File: src/rtl/hazard_flush_ctrl.sv
// hazard_flush_ctrl: per-stage stall/flush generation for the 5-stage RV32 pipeline
module hazard_flush_ctrl #(
  parameter int RESET_FLUSH_CYCLES = 3,
  parameter int MEM_TIMEOUT = 255,
  parameter int CNT_W = 16
) (
  input  logic             CLK,
  input  logic             RESET,
  input  logic             MemReadE,
  input  logic [4:0]       RdE,
  input  logic [4:0]       Rs1D,
  input  logic [4:0]       Rs2D,
  input  logic             Rs1UsedD,
  input  logic             Rs2UsedD,
  input  logic             PCSelectE,
  input  logic             MemBusy,
  output logic             StallF,
  output logic             StallD,
  output logic             StallE,
  output logic             StallM,
  output logic             FlushD,
  output logic             FlushE,
  output logic             FlushW,
  output logic             MemTimeout,
  output logic [CNT_W-1:0] StallCount,
  output logic [CNT_W-1:0] FlushCount
);
  localparam int IW = RESET_FLUSH_CYCLES > 0 ? $clog2(RESET_FLUSH_CYCLES + 1) : 1;
  localparam int BW = $clog2(MEM_TIMEOUT + 2);
  typedef enum logic [1:0] {INIT, RUN, MEMWAIT} state_t;
  state_t state, stateNext;
  logic [IW-1:0] initCnt;
  logic [BW-1:0] busyCnt;
  logic loadUse, inInit, inRun, busy, branch, luStall;
  assign loadUse = MemReadE && RdE != 5'd0 &&
                   ((Rs1UsedD && Rs1D == RdE) || (Rs2UsedD && Rs2D == RdE));
  always_ff @(posedge CLK or posedge RESET)
    if (RESET) begin
      state   <= RESET_FLUSH_CYCLES == 0 ? RUN : INIT;
      initCnt <= IW'(RESET_FLUSH_CYCLES);
    end else begin
      state <= stateNext;
      if (state == INIT) initCnt <= initCnt - 1'b1;
    end
  always_comb begin
    stateNext = state;
    if (state == INIT) stateNext = initCnt <= IW'(1) ? RUN : INIT;
    else stateNext = MemBusy ? MEMWAIT : RUN;
  end
  // outputs are forced low while RESET is held, even though state already reads INIT
  always_comb begin
    inInit  = !RESET && state == INIT;
    inRun   = !RESET && state != INIT;
    busy    = inRun && MemBusy;
    branch  = inRun && !MemBusy && PCSelectE;
    luStall = inRun && !MemBusy && !PCSelectE && loadUse;
    StallF  = inInit || busy || luStall;
    StallD  = busy || luStall;
    StallE  = busy;
    StallM  = busy;
    FlushD  = inInit || branch;
    FlushE  = inInit || branch || luStall;
    FlushW  = busy;
  end
  always_ff @(posedge CLK or posedge RESET)
    if (RESET) begin
      busyCnt    <= '0;
      MemTimeout <= 1'b0;
      StallCount <= '0;
      FlushCount <= '0;
    end else begin
      busyCnt <= !MemBusy ? '0 : busyCnt == BW'(MEM_TIMEOUT + 1) ? busyCnt : busyCnt + 1'b1;
      if (MemBusy && busyCnt >= BW'(MEM_TIMEOUT)) MemTimeout <= 1'b1;
      if (StallF && StallCount != '1) StallCount <= StallCount + 1'b1;
      if (FlushE && FlushCount != '1) FlushCount <= FlushCount + 1'b1;
    end
endmodule
File: config.mk
export PLATFORM = sky130hd
export DESIGN_NAME = hazard_flush_ctrl
export DESIGN_NICKNAME = d
export VERILOG_FILES = /design/src/rtl/hazard_flush_ctrl.sv
export SDC_FILE = /design/constraint.sdc
export NUM_CORES = 1
export LEC_CHECK = 0
export ABC_AREA = 1
export CAP_MARGIN = 20
export CORE_UTILIZATION = 55
export DETAILED_ROUTE_END_ITERATION = 8
export GPL_TIMING_DRIVEN = 0
export HOLD_SLACK_MARGIN = 0.12
export PLACE_DENSITY = 0.85
export SYNTH_ARGS = -nofsm -noshare
export SYNTH_HDL_FRONTEND = slang
export SYNTH_SLANG_ARGS = --single-unit
export TNS_END_PERCENT = 20
File: constraint.sdc
create_clock -name CLK -period 6 [get_ports CLK]
set_input_delay 1.5 -clock CLK [delete_from_list [all_inputs] [get_ports CLK]]
set_output_delay 1.5 -clock CLK [all_outputs]
set_load 0.01 [all_outputs]
==> results of run 1 <==
-- critical path: cells and delay by family --
family | cells | cell delay [ns]
simple gates | 2 | 0.30
compound gates | 1 | 0.17
buf+inv | 6 | 1.77
-- power by group through the flow --
stage                     Combinational (mW)  Clock [mW]  Sequential [mW]
after global placement                 0.252           0            0.407
after detailed placement               0.264           0            0.409
after global routing                   0.297       0.252            0.410
final                                  0.263       0.236            0.404
after floorplan                        0.135           0            0.414
after CTS                              0.265       0.241            0.403
-- placed cells by master (no fill, tap or decap) --
cell type,Yosys,layout
sky130_fd_sc_hd__nand2_4,2,2
sky130_fd_sc_hd__buf_2,4,4
sky130_fd_sc_hd__a21oi_1,7,7
sky130_fd_sc_hd__clkbuf_1,2,2
sky130_fd_sc_hd__nor2_4,1,1
sky130_fd_sc_hd__nand4_4,2,2
sky130_fd_sc_hd__clkdlybuf4s50_1,0,61
sky130_fd_sc_hd__xnor2_1,11,11
sky130_fd_sc_hd__buf_6,2,2
sky130_fd_sc_hd__nand4_1,6,6
sky130_fd_sc_hd__bufinv_16,0,1
sky130_fd_sc_hd__nand3_1,51,51
sky130_fd_sc_hd__xor2_1,17,17
sky130_fd_sc_hd__inv_2,0,1
sky130_fd_sc_hd__dfstp_2,2,2
sky130_fd_sc_hd__clkinv_2,0,1
sky130_fd_sc_hd__nor3_2,1,1
sky130_fd_sc_hd__nor3_4,1,1
sky130_fd_sc_hd__buf_4,2,2
sky130_fd_sc_hd__nor3_1,5,5
sky130_fd_sc_hd__o31ai_1,1,1
sky130_fd_sc_hd__nand2_1,138,138
sky130_fd_sc_hd__dfrtp_1,44,44
sky130_fd_sc_hd__inv_6,0,1
sky130_fd_sc_hd__nand3b_1,1,1
sky130_fd_sc_hd__nor2_2,1,1
sky130_fd_sc_hd__nor2_1,38,38
sky130_fd_sc_hd__o21ai_0,6,6
sky130_fd_sc_hd__nor3b_1,1,1
sky130_fd_sc_hd__o21ai_1,1,1
sky130_fd_sc_hd__nor4_1,2,2
sky130_fd_sc_hd__ha_1,6,6
sky130_fd_sc_hd__clkbuf_8,0,5
sky130_fd_sc_hd__inv_1,50,49
sky130_fd_sc_hd__buf_12,0,1
sky130_fd_sc_hd__nand2_2,3,3
-- Yosys cell counts (4+ instances only) --
cell	n
sky130_fd_sc_hd__a21oi_1	7
sky130_fd_sc_hd__buf_2	4
sky130_fd_sc_hd__dfrtp_1	44
sky130_fd_sc_hd__ha_1	6
sky130_fd_sc_hd__inv_1	50
sky130_fd_sc_hd__nand2_1	138
sky130_fd_sc_hd__nand3_1	51
sky130_fd_sc_hd__nand4_1	6
sky130_fd_sc_hd__nor2_1	38
sky130_fd_sc_hd__nor3_1	5
sky130_fd_sc_hd__o21ai_0	6
sky130_fd_sc_hd__xnor2_1	11
sky130_fd_sc_hd__xor2_1	17
-- registers in the layout, indices dropped and copies added, names as in the netlist --
name,cells
busyCnt,9
initCnt,2
StallCount,16
MemTimeout,1
state,2
FlushCount,16
-- kinds of logic after synthesis --
kind of cell / count (synthesis) / share of synthesized area, %
compound gates: 15 / 2.640
xor+xnor: 28 / 8.347
fa+ha+maj: 6 / 2.555
buf+inv: 60 / 8.603
flops: 46 / 39.27
simple gates: 253 / 38.59
-- metal layers --
metal / wire length, um / GRT usage [%]
met5: 0 / 0
met4: 91 / 7.966
met3: 345 / 3.882
met2: 3178 / 43.14
met1: 2834 / 31.55
-- through the flow --
step,instance area [um2],TNS (ns)
2_1_floorplan,2938,0
3_3_place_gp,3636,-0.6494
3_5_place_dp,3656,0
4_1_cts,3769,0
5_1_grt,3769,0
6_report,3769,0
-- how the worst max path moves through the flow --
stage | startpoint | endpoint | slack [ns] | cells after the start
floorplan | RESET | FlushE | 1.10 | 6
global placement | RESET | StallF | -0.37 | 6
detailed placement | RESET | FlushE | 0.75 | 9
CTS | RESET | FlushE | 0.74 | 9
global route | RESET | FlushE | 0.52 | 9
finish | RESET | FlushE | 0.76 | 9
-- layout make-up --
type | count | area (um2)
buffer | 10 | 65.06
clock buffer | 5 | 68.82
clock inverter | 3 | 43.79
fill | 418 | 1371
inverter | 50 | 187.7
multi-input combinational | 302 | 1531
sequential | 46 | 1154
tap | 70 | 87.58
timing repair buffer | 62 | 630.6
==> impl_metrics.yaml, run 1 <==
placed_design:
  dp_cells: 540
  port-buffer-count: 61
  dp.final_hpwl_mm: 4.815
  post-place-ws_ns: 0.7453
  place_congestion: 0.8930
grt:
  grt_util_all_layers_pct: 24.78
  largest_net_degree_at_the_start_of_global_routing: 45
  grt_first_pass_wirelength_mm: 10.83
  grt-ovfl-total: 0
  vias_in_the_first_global_route: 2550
  antenna_found_initial: 0
sta:
  hold_viol: 0
  total_count_of_max_transition_violations_in_the_final_report: 0
  worstMarginPinSlew_ns: 0.4515
  rsz_0062_raised_after_global_routing: "false"
  finalSetupViolations: 0
  timing.slew.headroom_pct: 69.90
  layout_min_cycle_time_ns: 5.245
  worst_hold_slack_ns: 0.4971
  fin_ws_ns: 0.7553
  timing.final.crit_share_pct: 87.41
  timing.clock.skew_ns: 0.01343
  max_clock_freq_mhz: 190.7
power:
  leakagePower_nw: 1.881
  p_switching_mw: 0.2907
  sw_frac_of_total_pct: 32.17
  areal_power_density_over_the_cells_mw_per_mm2: 239.8
  power.share.combinational_pct: 29.1
  p_int_mw: 0.6129
  ir_worst_vdd_mv: 0.1738
  fin_total_pwr_mw: 0.9035
  clk_network_pwr_share_pct: 26.1
  power.sequential.fraction_pct: 44.7
yosys:
  synth_area_per_cell_um2: 7.201
  post_synth_instance_area_mm2: 0.002938
  synth_warnings: 0
  synth_enable_flop_cells: 0
  synth.top_cells.by_area: "sky130_fd_sc_hd__dfrtp_1 37%, sky130_fd_sc_hd__nand2_1 18%, sky130_fd_sc_hd__nand3_1 8.7%"
  mappedNetlistNets: 436
  synth_largest_type_area_fraction_pct: 37.48
  number_of_distinct_standard_cells_referenced_by_the_synthesized_netlist: 29
  register_bit_count_reported_by_yosys: 46
  synth.largest_area_cell: "sky130_fd_sc_hd__dfrtp_1"
  synthCells: 408
  postSynth.topFlopCell: "sky130_fd_sc_hd__dfrtp_1"
  async_flop_share_pct: 100.0
  synth-seq-area-share_pct: 39.27
worst_setup_path:
  critPathLaunchType: "input pin"
  cell_chain_of_the_critical_path: "clkdlybuf4s50_1 -> inv_2 -> buf_12 -> nand3_1 -> o21ai_1 -> inv_1 -> nand2_2 -> buf_2 -> clkdlybuf4s50_1"
  critical_path.endpoint_type: "output port"
  timing.setup.critical_path_class: "in2out"
  crit_arrival_ns: 3.74
  critPathMaxFanout: 44
  crit_path_max_incr_delay_ns: 0.57
  worst_path_cell_with_the_longest_stage_delay: "sky130_fd_sc_hd__clkdlybuf4s50_1"
  reg2reg_to: "StallCount[7]$_DFFE_PP0P_"
  crit_top_cell: "sky130_fd_sc_hd__clkdlybuf4s50_1"
  ff2ff_path_depth: 7
  reg2reg_from: "StallCount[0]$_DFFE_PP0P_"
  reg2reg_slack_ns: 4.14
  crit_required_ns: 4.50
final_layout:
  final_core_utilization_pct: 73.32
  post_route_cells_drive_above_1_share_pct: 6.485
  insertedDiodeCount: 0
  layoutNonFillerInstCount: 548
  layout.nets: 505
  area_growth_syn_to_layout_pct: 28.28
clocking:
  clk_tree_root_cell: "sky130_fd_sc_hd__clkbuf_8"
  cts_tree: "built"
  clk-insertion-delay-late_ns: 0.30
  max-clock-path-buffers: 2
  cts.sinks: 46
  cts_setup_buffers: 0
  cts.hold.buffers_added: 0
  clk_transition_reported_paths_ns: 0.09
  post_cts.resized_instances: 0
  tritoncts.num_buffers: 5
  h-tree-depth: 2
hold_path:
  timing.hold.worst.class: "reg2reg"
  holdPathStages: 2
  holdPathEnd: "MemTimeout$_DFFE_PP0P_"
  hold_start: "MemTimeout$_DFFE_PP0P_"
floorplanning:
  initial_core_util_pct: 57.16
  placement_rows: 26
  die_area_mm2: 0.005638
  io_pins: 62
  floorplan.die.width_um: 75.09
  design.core.area_mm2: 0.005140
  die_h_um: 75.09
routing:
  via_per_inst: 5.150
  drt_drc_violations_left: 0
  wl_per_cell_um: 11.77
  vias: 2822
  drt_pass1_iterations: 4
  route.antenna.remaining_nets: 0
  routed_wl_mm: 6.450
  drt_iter0_drc: 147
outcome:
  result_of_the_run: "complete, no violations"
run:
  max_cap_violations: 0
Note: power is estimated with default switching activity, not from simulation.
==> run 2: changes to the inputs <==
- ABC_AREA: 1 -> not set
- CORE_UTILIZATION: 55 -> 53
- PLACE_DENSITY: 0.85 -> 0.86
- SLEW_MARGIN: not set -> 20
==> run 2 against run 1 <==
Via count shrank 32%. Count of clock-buffer cells in the layout grew 1. Flip-flop and latch count is the same. Global-route usage shrank 1.1 points. Cell area shrank 15%. First-iteration DRC count shrank 24%. Critical path type unchanged.
==> impl_metrics.yaml, run 2 <==
yosys:
  postSynth.topFlopCell: "sky130_fd_sc_hd__dfrtp_1"
  synth_largest_type_area_fraction_pct: 45.55
  synth.largest_area_cell: "sky130_fd_sc_hd__dfrtp_1"
  async_flop_share_pct: 100.0
  top_cell_types_by_occurrence_after_synthesis: "44 x sky130_fd_sc_hd__dfrtp_1, 35 x sky130_fd_sc_hd__xnor2_1, 20 x sky130_fd_sc_hd__nand3_1"
  number_of_distinct_standard_cells_referenced_by_the_synthesized_netlist: 46
  register_bit_count_reported_by_yosys: 46
  post_synth_instance_area_mm2: 0.002417
  synth_warnings: 0
  synth.top_cells.by_area: "sky130_fd_sc_hd__dfrtp_1 46%, sky130_fd_sc_hd__xnor2_1 13%, sky130_fd_sc_hd__nand3_1 4.1%"
  mappedNetlistNets: 260
  synth_enable_flop_cells: 0
  synth_area_per_cell_um2: 10.42
  synthCells: 232
  synth.most_common_cell: "sky130_fd_sc_hd__dfrtp_1"
  synth-seq-area-share_pct: 47.72
clocking:
  max-clock-path-buffers: 2
  clk_transition_reported_paths_ns: 0.08
  clk_tree_root_cell: "sky130_fd_sc_hd__clkbuf_8"
  h-tree-depth: 2
  tritoncts.num_buffers: 5
  cts_setup_buffers: 0
  clk-insertion-delay-late_ns: 0.30
  cts.hold.buffers_added: 0
  cts_tree: "built"
  post_cts.resized_instances: 0
  cts.sinks: 46
worst_setup_path:
  critical_path.endpoint_type: "output port"
  crit_required_ns: 4.50
  critPathMaxFanout: 10
  critPathLaunchType: "input pin"
  ff2ff_path_depth: 7
  crit_arrival_ns: 3.94
  reg2reg_to: "FlushCount[1]$_DFFE_PP0P_"
  timing.setup.critical_path_class: "in2out"
  reg2reg_from: "FlushCount[0]$_DFFE_PP0P_"
  reg2reg_slack_ns: 3.64
floorplanning:
  initial_core_util_pct: 55.52
  die_area_mm2: 0.004835
  floorplan.die.width_um: 69.54
  io_pins: 62
  die_h_um: 69.54
  placement_rows: 24
  design.core.area_mm2: 0.004354
routing:
  vias: 1918
  drt_iter0_drc: 111
  route.antenna.remaining_nets: 0
  routed_wl_mm: 5.205
  drt_drc_violations_left: 0
  wl_per_cell_um: 14.70
  via_per_inst: 5.418
  drt_pass1_iterations: 4
power:
  leakagePower_nw: 1.399
  areal_power_density_over_the_cells_mw_per_mm2: 268.3
  sw_frac_of_total_pct: 31.02
  clk_network_pwr_share_pct: 21.8
  ir_worst_vdd_mv: 0.2563
  power.share.combinational_pct: 29.8
  p_switching_mw: 0.2663
  power.sequential.fraction_pct: 48.4
  p_int_mw: 0.5922
placed_design:
  port-buffer-count: 61
  place_congestion: 0.8087
  dp.final_hpwl_mm: 3.754
sta:
  worst_hold_slack_ns: 0.4612
  timing.slew.headroom_pct: 52.65
  hold_viol: 0
  layout_min_cycle_time_ns: 5.437
  timing.clock.skew_ns: 0.006438
  worstMarginPinSlew_ns: 0.7103
  fin_tns_setup_ns: 0
  finalSetupViolations: 0
  rsz_0062_raised_after_global_routing: "false"
  max_clock_freq_mhz: 183.9
  timing.final.crit_share_pct: 90.62
  total_count_of_max_transition_violations_in_the_final_report: 0
outcome:
  result_of_the_run: "complete, no violations"
final_layout:
  fillers: 321
  final_common_cell: "sky130_fd_sc_hd__clkdlybuf4s50_1"
  insertedDiodeCount: 0
  area_growth_syn_to_layout_pct: 32.35
  biggestRegsByFlops: "FlushCount x16, StallCount x16, busyCnt x9"
  register_area_mm2: 0.001154
  multiInputGateArea_mm2: 0.001172
  post_route_cells_drive_above_1_share_pct: 8.609
  top_library_cells_by_usage_in_the_layout_fill_and_taps_aside: "61 x sky130_fd_sc_hd__clkdlybuf4s50_1, 44 x sky130_fd_sc_hd__dfrtp_1, 35 x sky130_fd_sc_hd__xnor2_1"
  layout.nets: 329
grt:
  grt_busiest_layer: "met2"
  antenna_found_initial: 0
  groute.layer.met2.usage_pct: 38.83
  grtUsageMet1_pct: 30.52
  largest_net_degree_at_the_start_of_global_routing: 31
  grt.met3_usage_pct: 4.797
  grt-ovfl-total: 0
  grt_util_all_layers_pct: 23.69
  vias_in_the_first_global_route: 1896
  grt_first_pass_wirelength_mm: 9.052
hold_path:
  timing.hold.worst.class: "reg2reg"
  holdPathEnd: "MemTimeout$_DFFE_PP0P_"
  holdPathStages: 1
  hold_start: "MemTimeout$_DFFE_PP0P_"
run:
  max_cap_violations: 0
==> run 2: cells by family (layout without fill, tap and decap cells) <==
| family | after synthesis | after routing | synth area share, % |
|---|---|---|---|
| DFF | 46 | 46 | 47.72 |
| AOI/OAI and AO/OA | 15 | 15 | 4.918 |
| buffers and inverters | 20 | 90 | 3.778 |
| adders and majority gates | 6 | 6 | 3.106 |
| muxes | 5 | 5 | 2.277 |
| and+or+nand+nor | 95 | 95 | 21.89 |
| xor gates and xnor gates | 45 | 45 | 16.30 |
==> run 2: layer usage <==
layer / up-vias / routed length, um
met4: 0 / 128
met1: 915 / 2247
met3: 15 / 229
li1: 933 / -
met2: 55 / 2600
met5: - / 0
==> run 2: worst max path at each step <==
stage / start / to / slack [ns] / depth (start not counted)
floorplan: RdE[1] / StallF / 1.84 / 4
global placement: RdE[1] / StallF / 0.66 / 7
detailed placement: RdE[2] / StallF / 0.61 / 7
CTS: RdE[2] / StallF / 0.54 / 7
global route: RdE[3] / StallF / 0.41 / 7
finish: RdE[2] / StallF / 0.56 / 7
==> run 2: power by group through the flow <==
stage / Clock [mW] / Sequential (mW) / Combinational, mW
final: 0.187 / 0.416 / 0.256
after global routing: 0.208 / 0.425 / 0.278
after CTS: 0.193 / 0.416 / 0.258
after detailed placement: 0 / 0.420 / 0.255
after global placement: 0 / 0.418 / 0.246
after floorplan: 0 / 0.427 / 0.119
==> run 2: metrics by stage <==
step	worst slack [ns]	cells	total power [mW]	instance area (um2)	utilization, %
final	0.5629	354	0.8585	3199	73.48
after global placement	0.6624	345	0.6642	3093	71.03
after CTS	0.5444	354	0.8671	3199	73.48
after floorplan	1.843	232	0.5454	2417	-
after global routing	0.4091	354	0.9104	3199	73.48
after detailed placement	0.6089	346	0.6750	3113	71.49
==> run 2: final cells by class <==
| type | instances | share of cell area, % |
|---|---|---|
| Buffer | 7 | 1.330 |
| Clock buffer | 6 | 2.268 |
| Clock inverter | 2 | 0.4302 |
| Inverter | 13 | 1.525 |
| Multi-Input combinational cell | 166 | 36.64 |
| Sequential cell | 46 | 36.06 |
| Tap cell | 52 | 2.034 |
| Timing Repair Buffer | 62 | 19.71 |
==> run 2: worst max-delay path, cell delays in order <==
cell and delay [ns]:
sky130_fd_sc_hd__clkdlybuf4s50_1 0.53, sky130_fd_sc_hd__xnor2_1 0.14, sky130_fd_sc_hd__nand4_1 0.10, sky130_fd_sc_hd__o22ai_1 0.34
sky130_fd_sc_hd__o2bb2ai_1 0.40, sky130_fd_sc_hd__buf_2 0.35, sky130_fd_sc_hd__clkdlybuf4s50_1 0.57
==> run 3: changes to the inputs <==
- SKIP_LAST_GASP: not set -> 1
==> results of run 3 <==
The final DEF is identical to that of run 2; final timing and power are the same.
